File: src/rtl/load_unit.sv
// load_unit: multicycle-datapath data-memory read sequencer.
// Issues a word-aligned read and waits MEM_LATENCY cycles. It then extracts the
// addressed byte/halfword and sign- or zero-extends it. Misaligned accesses and
// reserved size codes raise a one-cycle exception instead of touching memory.
module load_unit #(
    parameter int unsigned MEM_LATENCY = 1
) (
    input  logic        clk,
    input  logic        reset,
    input  logic        start,
    input  logic [2:0]  load_ctrl,
    input  logic [31:0] addr,
    output logic [31:0] mem_addr,
    output logic        mem_rd,
    input  logic [31:0] mem_data,
    output logic [31:0] data_out,
    output logic        busy,
    output logic        done,
    output logic        exc,
    output logic [1:0]  exc_cause
);

    localparam logic [2:0] LC_LW  = 3'b000;
    localparam logic [2:0] LC_LH  = 3'b001;
    localparam logic [2:0] LC_LHU = 3'b010;
    localparam logic [2:0] LC_LB  = 3'b011;
    localparam logic [2:0] LC_LBU = 3'b100;

    localparam logic [1:0] CAUSE_MISALIGN = 2'b01;
    localparam logic [1:0] CAUSE_RSVD     = 2'b10;

    // Counter value on the last WAIT cycle; mem_data is valid in that cycle.
    localparam logic [3:0] CNT_LAST = 4'(MEM_LATENCY - 1);

    typedef enum logic [1:0] {
        S_IDLE    = 2'd0,
        S_WAIT    = 2'd1,
        S_CAPTURE = 2'd2,
        S_ERR     = 2'd3
    } state_t;

    state_t      state_q, state_d;
    logic [3:0]  cnt_q, cnt_d;
    logic [31:0] addr_q, addr_d;
    logic [2:0]  ctrl_q, ctrl_d;
    logic [31:0] data_out_q, data_out_d;
    logic [1:0]  exc_cause_q, exc_cause_d;

    logic [7:0]  sel_byte;
    logic [15:0] sel_half;
    logic [31:0] ext_data;
    logic        req_rsvd;
    logic        req_misalign;

    // Lane selection and extension of the word arriving from memory.
    // The word is consumed on the same edge it is captured, so the extender
    // works straight off mem_data using the latched address and size code.
    always_comb begin
        sel_byte = 8'h00;
        case (addr_q[1:0])
            2'd0: sel_byte = mem_data[7:0];
            2'd1: sel_byte = mem_data[15:8];
            2'd2: sel_byte = mem_data[23:16];
            2'd3: sel_byte = mem_data[31:24];
            default: sel_byte = 8'h00;
        endcase
        sel_half = addr_q[1] ? mem_data[31:16] : mem_data[15:0];
        case (ctrl_q)
            LC_LH:   ext_data = {{16{sel_half[15]}}, sel_half};
            LC_LHU:  ext_data = {16'h0000, sel_half};
            LC_LB:   ext_data = {{24{sel_byte[7]}}, sel_byte};
            LC_LBU:  ext_data = {24'h000000, sel_byte};
            default: ext_data = mem_data;
        endcase
    end

    // Request classification on the live inputs; reserved codes win over alignment.
    always_comb begin
        req_rsvd     = (load_ctrl > LC_LBU);
        req_misalign = 1'b0;
        case (load_ctrl)
            LC_LW:         req_misalign = (addr[1:0] != 2'b00);
            LC_LH, LC_LHU: req_misalign = addr[0];
            default:       req_misalign = 1'b0;
        endcase
    end

    // Next-state and output decode.
    always_comb begin
        state_d     = state_q;
        cnt_d       = cnt_q;
        addr_d      = addr_q;
        ctrl_d      = ctrl_q;
        data_out_d  = data_out_q;
        exc_cause_d = exc_cause_q;
        mem_rd      = 1'b0;
        busy        = 1'b1;
        done        = 1'b0;
        exc         = 1'b0;
        case (state_q)
            S_IDLE: begin
                busy = 1'b0;
                if (start) begin
                    addr_d = addr;
                    ctrl_d = load_ctrl;
                    cnt_d  = 4'd0;
                    if (req_rsvd) begin
                        state_d     = S_ERR;
                        exc_cause_d = CAUSE_RSVD;
                    end else if (req_misalign) begin
                        state_d     = S_ERR;
                        exc_cause_d = CAUSE_MISALIGN;
                    end else begin
                        state_d = S_WAIT;
                    end
                end
            end
            S_WAIT: begin
                mem_rd = 1'b1;
                cnt_d  = cnt_q + 4'd1;
                if (cnt_q == CNT_LAST) begin
                    cnt_d      = 4'd0;
                    data_out_d = ext_data;
                    state_d    = S_CAPTURE;
                end
            end
            S_CAPTURE: begin
                done    = 1'b1;
                state_d = S_IDLE;
            end
            S_ERR: begin
                exc     = 1'b1;
                state_d = S_IDLE;
            end
            default: state_d = S_IDLE;
        endcase
    end

    // State and datapath registers; reset abandons any in-flight access.
    always_ff @(posedge clk or posedge reset) begin
        if (reset) begin
            state_q     <= S_IDLE;
            cnt_q       <= 4'd0;
            addr_q      <= 32'h0;
            ctrl_q      <= LC_LW;
            data_out_q  <= 32'h0;
            exc_cause_q <= 2'b00;
        end else begin
            state_q     <= state_d;
            cnt_q       <= cnt_d;
            addr_q      <= addr_d;
            ctrl_q      <= ctrl_d;
            data_out_q  <= data_out_d;
            exc_cause_q <= exc_cause_d;
        end
    end

    assign mem_addr  = {addr_q[31:2], 2'b00};
    assign data_out  = data_out_q;
    assign exc_cause = exc_cause_q;

endmodule

File: config.mk
export PLATFORM = sky130hd
export DESIGN_NAME = load_unit
export DESIGN_NICKNAME = d
export VERILOG_FILES = /design/src/rtl/load_unit.sv
export SDC_FILE = /design/constraint.sdc
export NUM_CORES = 1
export LEC_CHECK = 0
export CAP_MARGIN = 30
export CORE_ASPECT_RATIO = 1.25
export CORE_MARGIN = 2
export CORE_UTILIZATION = 45
export DETAILED_ROUTE_END_ITERATION = 8
export PLACE_DENSITY_LB_ADDON = 0.08
export SLEW_MARGIN = 0
export SYNTH_ARGS = -nofsm -noshare
export SYNTH_HDL_FRONTEND = slang
export SYNTH_SLANG_ARGS = --single-unit
export TNS_END_PERCENT = 5
File: constraint.sdc
create_clock -name clk -period 5.2 [get_ports clk]
set_input_delay 1.04 -clock clk [delete_from_list [all_inputs] [get_ports clk]]
set_output_delay 1.04 -clock clk [all_outputs]
set_load 0.005 [all_outputs]
==> flow_metrics.py, run 1 <==
metrics = {
    "clocking": {
        "cts_setup_buffers": 0,
        "clk_pin_slew_ns": 0.07,
        "clock_path_buffers": 2,
        "cts-root-buf": "clkbuf_8",
        "cts.sinks": 75,
        "cts_max_level": 3,
        "tritoncts": "yes",
        "clkLatencyLatePin_ns": 0.35,
        "numCtsBuffers": 9,
        "cts_resized": 0,
        "ctsHoldBuffers": 0,
    },
    "place": {
        "portBuffers": 137,
        "dp_slack_ns": 2.22,
        "hpwlAfterDp_mm": 7.54,
        "post_dp_cell_area_sq_mm": 0.00516,
        "place_congestion": 0.877,
    },
    "cells_and_area": {
        "finish.instance_area_sq_mm": 0.00532,
        "area_growth_pct": 35.3,
        "diodes": 0,
        "nets": 609,
        "num-fill-cells": 797,
        "drive_above_1_share_pct": 7.58,
    },
    "critical_path": {
        "crit_type": "reg -> out",
        "endpoint_kind": "output port",
        "setup.worst_path.start_class": "flip-flop",
        "cp_max_fo": 6,
        "required_ns": 4.16,
        "arrival_ns": 1.71,
    },
    "floorplan": {
        "initial_core_util_pct": 45.7,
        "core_area_sq_mm": 0.00861,
        "dieArea_sq_mm": 0.00951,
        "pin_count": 140,
        "die_x_microns": 87.6,
        "die_h_microns": 109,
        "rows": 38,
    },
    "power": {
        "p_leak_nw": 2.36,
        "seqPwrFrac_pct": 35.7,
        "pwr-share-comb_pct": 51.6,
        "finalPower_mw": 3.04,
        "powerDensity_mw_per_mm2": 571,
        "p_int_mw": 1.91,
        "switching_power_mw": 1.13,
        "peakVddDrop_mv": 0.311,
        "p_sw_share_pct": 37.1,
        "clkPwrFrac_pct": 12.7,
    },
    "route": {
        "wl_per_cell_microns": 15.4,
        "postRouteAntennaNets": 0,
        "routed_via_density": 5.23,
        "drt-initial-drc-count": 153,
        "drtPass1Iterations": 5,
        "routed_wl_mm": 10.2,
        "vias": 3456,
        "drc": 0,
    },
    "synth": {
        "muxShareOfSynthArea_pct": 3.79,
        "ys_warn_count": 0,
        "synth_edf_count": 0,
        "synth_top_area_share_pct": 47.7,
        "synth_cell_types": 53,
        "synth_most_common_cell": "nand2_1",
        "avgSynthCellArea_sq_um": 8.96,
        "synth_common_cells": "135 x nand2_1, 75 x dfrtp_1, 32 x buf_4, 23 x a21oi_1, 21 x nor2_1",
        "synth_seq_cells": 75,
        "yosysSeqAreaShare_pct": 47.7,
        "synth_xor_xnor_area_share_pct": 1.30,
        "synth-simple-area-share_pct": 22.5,
        "yosys_most_used_dff": "dfrtp_1",
        "synth-compound-area-share_pct": 14.0,
        "async_flop_share_pct": 100,
        "synth.area.top_cells": "dfrtp_1 48%, nand2_1 13%, buf_4 6.1%",
        "synth_cells": 439,
        "netlist_area_sq_mm": 0.00393,
        "synthAdderAreaFrac_pct": 1.15,
        "synth_area_leader_cell": "dfrtp_1",
        "synth_top_family_by_area": "simple AND/OR/NAND/NOR gates",
    },
    "sta": {
        "finalSetupViolCount": 0,
        "setup_tns_ns": 0,
        "slew_violations": 0,
        "hold_violations": 0,
        "worstMarginPinSlew_ns": 0.864,
        "fin_hold_ws_ns": 0.479,
        "clock.fmax_mhz": 364,
        "fin_crit_sh_pct": 52.8,
        "rsz0062_at_grt": "no",
        "layout_min_cycle_time_ns": 2.75,
        "fin_ws_ns": 2.45,
        "skew_ns": 0.00469,
        "slew_headroom_pct": 42.1,
    },
    "global_routing": {
        "antenna_found_initial": 0,
        "track_usage_pct": 21.9,
        "grt_pass1_vias": 3436,
        "grt_start_max_net_pins": 40,
        "overflow": 0,
        "grt_pass1_wl_mm": 16.1,
    },
    "hold_path": {
        "hold_class": "reg -> reg",
    },
    "job": {
        "maxCapViolCount": 0,
    },
    "run_status": {
        "status": "completed",
    },
}
## final cells by class
class | count | area, sq um | share of cell area, %
well taps | 120 | 150 | 2.82
multi-input cells | 302 | 1690 | 31.7
inverters | 8 | 30.0 | 0.564
clock buffers | 13 | 149 | 2.80
clock inverters | 2 | 12.5 | 0.235
repair buffers | 141 | 1410 | 26.6
flip-flops and latches | 75 | 1880 | 35.3
## cell usage in the layout (no fill, tap or decap), drive strengths merged, types with 4 or more instances in the layout
cell and count:
a21oi 23, clkbuf 13, mux2i 7, nand2b 10, o21ai 14, nand4 7, nand2 135, clkdlybuf4s50 137
nor2b 4, buf 4, a221o 6, mux2 7, o32a 6, a21boi 6, dfrtp 75, nor2 22
o221a 7, and3 6, inv 8
## kinds of logic (layout without fill, tap and decap cells)
logic type	count (synthesis)	count (layout)
DFF	75	75
buffers and inverters	63	164
and+or+nand+nor	201	201
xor gates and xnor gates	5	5
adders and majority gates	4	4
muxes	14	14
other	1	2
AOI/OAI and AO/OA	76	76
## per-stage QoR
stage | std cells | util [%]
floorplan | 440 | -
detailed placement | 646 | 59.9
global route | 661 | 61.8
CTS | 661 | 61.8
global placement | 645 | 59.7
finish | 661 | 61.8
## per-layer routing
layer | track usage (%) | wire (microns)
met4 | 12.7 | 406
met5 | 0 | 0
met3 | 6.34 | 751
met2 | 36.1 | 5000
met1 | 25.0 | 4000
## final timing paths
path                             from            to  slack [ns]  cells after the start
setup reg to reg            ctrl_q[0]  data_out[12]        2.72                      4
hold reg to reg            addr_q[11]    addr_q[11]        0.48                      2
min in group asynchronous       reset    addr_q[14]        1.06                      2
hold / removal             addr_q[11]    addr_q[11]        0.48                      2
max in group asynchronous       reset  data_out[14]        3.24                      4
setup / recovery           state_q[1]        mem_rd        2.45                      3
## critical path, stage by stage (launching register included)
cell             delay (ns)
dfrtp_1                0.42
nand2b_1               0.22
inv_1                  0.18
clkdlybuf4s50_1        0.54
## power groups by stage
| stage | sequential (mW) | clock (mW) | combinational (mW) |
|---|---|---|---|
| global placement | 1.09 | 0 | 1.55 |
| detailed placement | 1.09 | 0 | 1.58 |
| finish | 1.09 | 0.387 | 1.57 |
| CTS | 1.09 | 0.400 | 1.58 |
| floorplan | 1.01 | 0 | 1.04 |
| global route | 1.12 | 0.424 | 1.73 |
## flip-flops by register name, indices dropped and copies added, names as in the netlist
signal	count
cnt_q	4
data_out	32
exc_cause	2
ctrl_q	3
addr_q	32
state_q	2
No activity file was read; power rests on OpenSTA's default activity.
==> inputs of run 2 (changes only) <==
--- a/config.mk
+++ b/config.mk
@@ -8,7 +8,7 @@
 export CAP_MARGIN = 30
 export CORE_ASPECT_RATIO = 1.25
 export CORE_MARGIN = 2
-export CORE_UTILIZATION = 45
+export CORE_UTILIZATION = 41
 export DETAILED_ROUTE_END_ITERATION = 8
 export PLACE_DENSITY_LB_ADDON = 0.08
 export SLEW_MARGIN = 0
==> constraint.sdc (replaced) <==
create_clock -name clk -period 2.3 [get_ports clk]
set_input_delay 0.46 -clock clk [delete_from_list [all_inputs] [get_ports clk]]
set_output_delay 0.46 -clock clk [all_outputs]
set_load 0.005 [all_outputs]
==> run 2 against run 1 <==
Power rose by 150%; die area rose by 9.3%; wire length increased by 0.68%; critical endpoint is now data_out[1]; largest cell class unchanged.
==> flow_metrics.py, run 2 (synthesis results as in run 1) <==
metrics = {
    "global_routing": {
        "grt_pass1_vias": 3345,
        "track_usage_pct": 20.4,
        "grt_start_max_net_pins": 31,
        "antenna_found_initial": 0,
        "grt_pass1_wl_mm": 16.8,
        "overflow": 0,
    },
    "sta": {
        "fin_crit_sh_pct": 93.8,
        "skew_ns": 0.00465,
        "worstMarginPinSlew_ns": 0.726,
        "slew_headroom_pct": 51.6,
        "rsz0062_at_grt": "no",
        "layout_min_cycle_time_ns": 2.16,
        "fin_hold_ws_ns": 0.473,
        "clock.fmax_mhz": 463,
        "finalSetupViolCount": 0,
        "hold_violations": 0,
        "setup_tns_ns": 0,
        "slew_violations": 0,
    },
    "clocking": {
        "ctsHoldBuffers": 0,
        "numCtsBuffers": 9,
        "cts_resized": 0,
        "cts-root-buf": "clkbuf_16",
        "clk_pin_slew_ns": 0.06,
        "clkLatencyLatePin_ns": 0.33,
        "cts.sinks": 75,
        "cts_max_level": 3,
        "clock_path_buffers": 2,
        "cts_setup_buffers": 0,
        "tritoncts": "yes",
    },
    "place": {
        "hpwlAfterDp_mm": 7.48,
        "dp.cells": 660,
        "place_congestion": 0.895,
        "portBuffers": 137,
    },
    "floorplan": {
        "initial_core_util_pct": 42.6,
        "core_area_sq_mm": 0.00922,
        "rows": 39,
        "die_h_microns": 113,
        "dieArea_sq_mm": 0.0104,
        "pin_count": 140,
        "die_x_microns": 91.6,
    },
    "cells_and_area": {
        "final_cell_mix": "137 x clkdlybuf4s50_1, 135 x nand2_1, 75 x dfrtp_1, 23 x a21oi_1, 20 x nor2_1",
        "area_growth_pct": 41.3,
        "diodes": 0,
        "num-fill-cells": 792,
        "final_common_cell": "clkdlybuf4s50_1",
        "fin_cells": 675,
        "drive_above_1_share_pct": 9.60,
        "nets": 620,
    },
    "critical_path": {
        "path_buf_inv": 0,
        "cpLargestDelayFamily": "compound AO/OA/AOI/OAI gates",
        "endpoint_kind": "flip-flop",
        "path_cells": "nor4b_1 -> o21ai_0 -> a21boi_0 -> o32a_1",
        "cp_max_fo": 14,
        "max_stage_delay_ns": 0.56,
        "crit_path_top_delay_cell": "o21ai_0",
        "crit_type": "reg -> reg",
        "required_ns": 2.51,
        "setup.worst_path.start_class": "flip-flop",
        "arrival_ns": 2.37,
    },
    "power": {
        "p_int_mw": 4.91,
        "clkPwrFrac_pct": 18.7,
        "p_leak_nw": 2.48,
        "seqPwrFrac_pct": 32.5,
        "finalPower_mw": 7.55,
        "p_sw_share_pct": 34.9,
        "switching_power_mw": 2.64,
        "powerDensity_mw_per_mm2": 1360,
        "peakVddDrop_mv": 0.663,
        "pwr-share-comb_pct": 48.9,
    },
    "hold_path": {
        "hold_class": "reg -> reg",
    },
    "route": {
        "postRouteAntennaNets": 0,
        "vias": 3412,
        "drc": 0,
        "routed_wl_mm": 10.2,
        "drt-initial-drc-count": 192,
        "routed_via_density": 5.05,
        "drtPass1Iterations": 4,
        "wl_per_cell_microns": 15.2,
    },
    "run_status": {
        "status": "completed",
    },
    "job": {
        "maxCapViolCount": 0,
    },
}
-- run 2: power by group through the flow --
stage / registers, mW / logic [mW] / clock network [mW]
6_report: 2.45 / 3.69 / 1.41
2_1_floorplan: 2.28 / 2.34 / 0
4_1_cts: 2.46 / 3.74 / 1.44
3_3_place_gp: 2.46 / 3.66 / 0
3_5_place_dp: 2.47 / 3.73 / 0
5_1_grt: 2.55 / 4.06 / 1.49
-- run 2: final cells by class --
class | instances | area [sq um] | area share (%)
clock buffers | 13 | 260 | 4.68
clock inverters | 2 | 35.0 | 0.630
inverters | 8 | 33.8 | 0.608
multi-input cells | 302 | 1690 | 30.4
flip-flops and latches | 75 | 1880 | 33.8
well taps | 123 | 154 | 2.77
repair buffers | 152 | 1510 | 27.2
-- run 2: worst paths after layout --
kind	start	end	slack [ns]	cells after the start
worst max-delay path	ctrl_q[2]	data_out[1]	0.14	4
worst max register to register	ctrl_q[2]	data_out[1]	0.14	4
worst min register to register	addr_q[30]	addr_q[30]	0.47	2
max in group asynchronous	reset	addr_q[8]	1.28	3
worst min-delay path	addr_q[30]	addr_q[30]	0.47	2
min in group asynchronous	reset	data_out[6]	0.52	2
-- run 2: layer usage --
| metal | global-route usage [%] | routed length, microns |
|---|---|---|
| met4 | 8.59 | 265 |
| met3 | 4.10 | 572 |
| met5 | 0 | 0 |
| met1 | 25.3 | 4300 |
| met2 | 34.7 | 5090 |
-- run 2: worst register-to-register path, cell delays in order (launching register included) --
cell and delay [ns]:
dfrtp_1 0.55, nor4b_1 0.24, o21ai_0 0.56, a21boi_0 0.29, o32a_1 0.39
-- run 2: metrics by stage --
step / setup slack, ns / instance area, sq um / util [%]
finish: 0.142 / 5560 / 60.2
global route: 0.0767 / 5560 / 60.2
CTS: 0.163 / 5560 / 60.2
detailed placement: 0.206 / 5260 / 57.0
global placement: 0.277 / 5260 / 57.0
floorplan: 0.321 / 3940 / -
==> inputs of run 3 (changes only) <==
--- a/config.mk
+++ b/config.mk
@@ -10,7 +10,7 @@
 export CORE_MARGIN = 2
 export CORE_UTILIZATION = 41
 export DETAILED_ROUTE_END_ITERATION = 8
-export PLACE_DENSITY_LB_ADDON = 0.08
+export PLACE_DENSITY = 0.73
 export SLEW_MARGIN = 0
 export SYNTH_ARGS = -nofsm -noshare
 export SYNTH_HDL_FRONTEND = slang
==> run 3 against run 2 <==
Critical path type is now reg -> out; register-to-register slack improved by 0.06 ns; sequential share of layout area decreased by 0.12 points; largest cell class unchanged; worst setup slack got worse by 0.0017 ns.
==> flow_metrics.py, run 3 (synthesis results as in run 1) <==
metrics = {
    "cells_and_area": {
        "seqCellArea_sq_mm": 0.00188,
        "multi_input_area_sq_mm": 0.00169,
        "drive_above_1_share_pct": 9.62,
        "final_cell_mix": "137 x clkdlybuf4s50_1, 135 x nand2_1, 75 x dfrtp_1, 23 x a21oi_1, 20 x nor2_1",
        "finish.instance_area_sq_mm": 0.00558,
        "fin_util_pct": 60.5,
        "diodes": 0,
        "nets": 618,
        "final_common_cell": "clkdlybuf4s50_1",
        "area_growth_pct": 41.8,
        "num-fill-cells": 768,
    },
    "clocking": {
        "clock_path_buffers": 2,
        "numCtsBuffers": 9,
        "clkLatencyLatePin_ns": 0.33,
        "tritoncts": "yes",
        "cts_resized": 0,
        "cts.sinks": 75,
        "cts_setup_buffers": 0,
        "cts_max_level": 3,
        "ctsHoldBuffers": 0,
        "clk_pin_slew_ns": 0.06,
        "cts-root-buf": "clkbuf_16",
    },
    "hold_path": {
        "hold_class": "reg -> reg",
    },
    "floorplan": {
        "core_area_sq_mm": 0.00922,
        "dieArea_sq_mm": 0.0104,
        "die_x_microns": 91.6,
        "initial_core_util_pct": 42.6,
        "rows": 39,
        "pin_count": 140,
        "die_h_microns": 113,
    },
    "critical_path": {
        "crit_path_top_delay_cell": "clkdlybuf4s50_1",
        "cp.depth": 3,
        "r2r_cells": 6,
        "r2r_setup_slack_ns": 0.20,
        "required_ns": 1.84,
        "path_cells": "nand2b_1 -> inv_1 -> clkdlybuf4s50_1",
        "cp_max_fo": 6,
        "max_stage_delay_ns": 0.55,
        "crit_type": "reg -> out",
        "rr_startpoint": "cnt_q[0]",
        "endpoint_kind": "output port",
        "cp-endpoint": "mem_rd",
        "arrival_ns": 1.70,
        "cpLargestDelayFamily": "buffers and inverters",
        "startpoint": "state_q[1]",
        "setup.worst_path.start_class": "flip-flop",
        "r2r-end": "data_out[2]",
        "path_buf_inv": 2,
    },
    "power": {
        "powerDensity_mw_per_mm2": 1390,
        "p_leak_nw": 2.49,
        "peakVddDrop_mv": 0.724,
        "finalPower_mw": 7.78,
    },
    "sta": {
        "skew_ns": 0.00570,
        "finalSetupViolCount": 0,
        "setup_tns_ns": 0,
        "layout_min_cycle_time_ns": 2.16,
        "rsz0062_at_grt": "no",
        "slew_headroom_pct": 54.9,
        "hold_violations": 0,
        "fin_crit_sh_pct": 93.9,
        "worstMarginPinSlew_ns": 0.669,
        "clock.fmax_mhz": 463,
        "slew_violations": 0,
    },
    "global_routing": {
        "overflow": 0,
        "grt_pass1_vias": 3440,
        "grt_start_max_net_pins": 76,
        "antenna_found_initial": 0,
        "track_usage_pct": 20.3,
        "grt_pass1_wl_mm": 16.8,
    },
    "route": {
        "drtPass1Iterations": 5,
        "routed_wl_mm": 10.5,
        "drt-initial-drc-count": 214,
        "postRouteAntennaNets": 0,
        "drc": 0,
        "wl_per_cell_microns": 15.6,
        "vias": 3459,
        "routed_via_density": 5.13,
    },
    "run_status": {
        "status": "completed",
    },
    "place": {
        "post_dp_cell_area_sq_mm": 0.00523,
        "hpwlAfterDp_mm": 7.52,
        "place_congestion": 0.807,
        "portBuffers": 137,
    },
    "job": {
        "maxCapViolCount": 0,
    },
}
==> run 3: changes by cell type in the layout (fill, tap and decap cells not counted), sizes merged <==
cell / before / now
buf: 15 / 13
bufinv: 1 / 3
clkbuf: 13 / 11
clkinv: 1 / 2
==> run 3: worst min-delay path by stage <==
stage            endpoint       start  depth (start not counted)
5_1_grt        addr_q[24]  addr_q[24]                          2
6_report        addr_q[5]   addr_q[5]                          2
3_3_place_gp   addr_q[14]  addr_q[14]                          2
3_5_place_dp   addr_q[14]  addr_q[14]                          2
2_1_floorplan  addr_q[10]  addr_q[10]                          2
4_1_cts         addr_q[6]   addr_q[6]                          2
==> run 3: layer usage <==
layer  part of all wire (%)  GRT usage (%)
met5                      0              0
met1                     41           25.3
met4                    2.9           9.29
met2                     46           32.0
met3                    9.5           6.80
==> run 3: worst register-to-register path, stage by stage, from the launching register on <==
cell	delay, ns
dfrtp_1	0.42
inv_1	0.08
ha_1	0.13
or3b_4	0.38
or2_4	0.34
a221o_1	0.33
o32a_1	0.30
==> run 3: stage by stage <==
stage,hold slack [ns],cells,worst slack [ns]
CTS,0.479,674,0.131
finish,0.471,674,0.140
global placement,0.457,658,0.256
global route,0.492,674,0.0470
detailed placement,0.462,658,0.226
floorplan,0.447,440,0.321
==> run 3: cell type report <==
class	instances	share of cell area [%]
timing repair buffer	150	26.6
tap	123	2.76
inverter	8	0.606
clock buffer	11	4.35
clock inverter	5	1.79
multi-input combinational	302	30.3
sequential	75	33.7
==> run 3: where the power goes <==
part           internal, mW  total (mW)  switching (mW)
Clock                  1.09        1.62           0.535
Sequential             1.95        2.44           0.492
Combinational          2.07        3.71            1.64
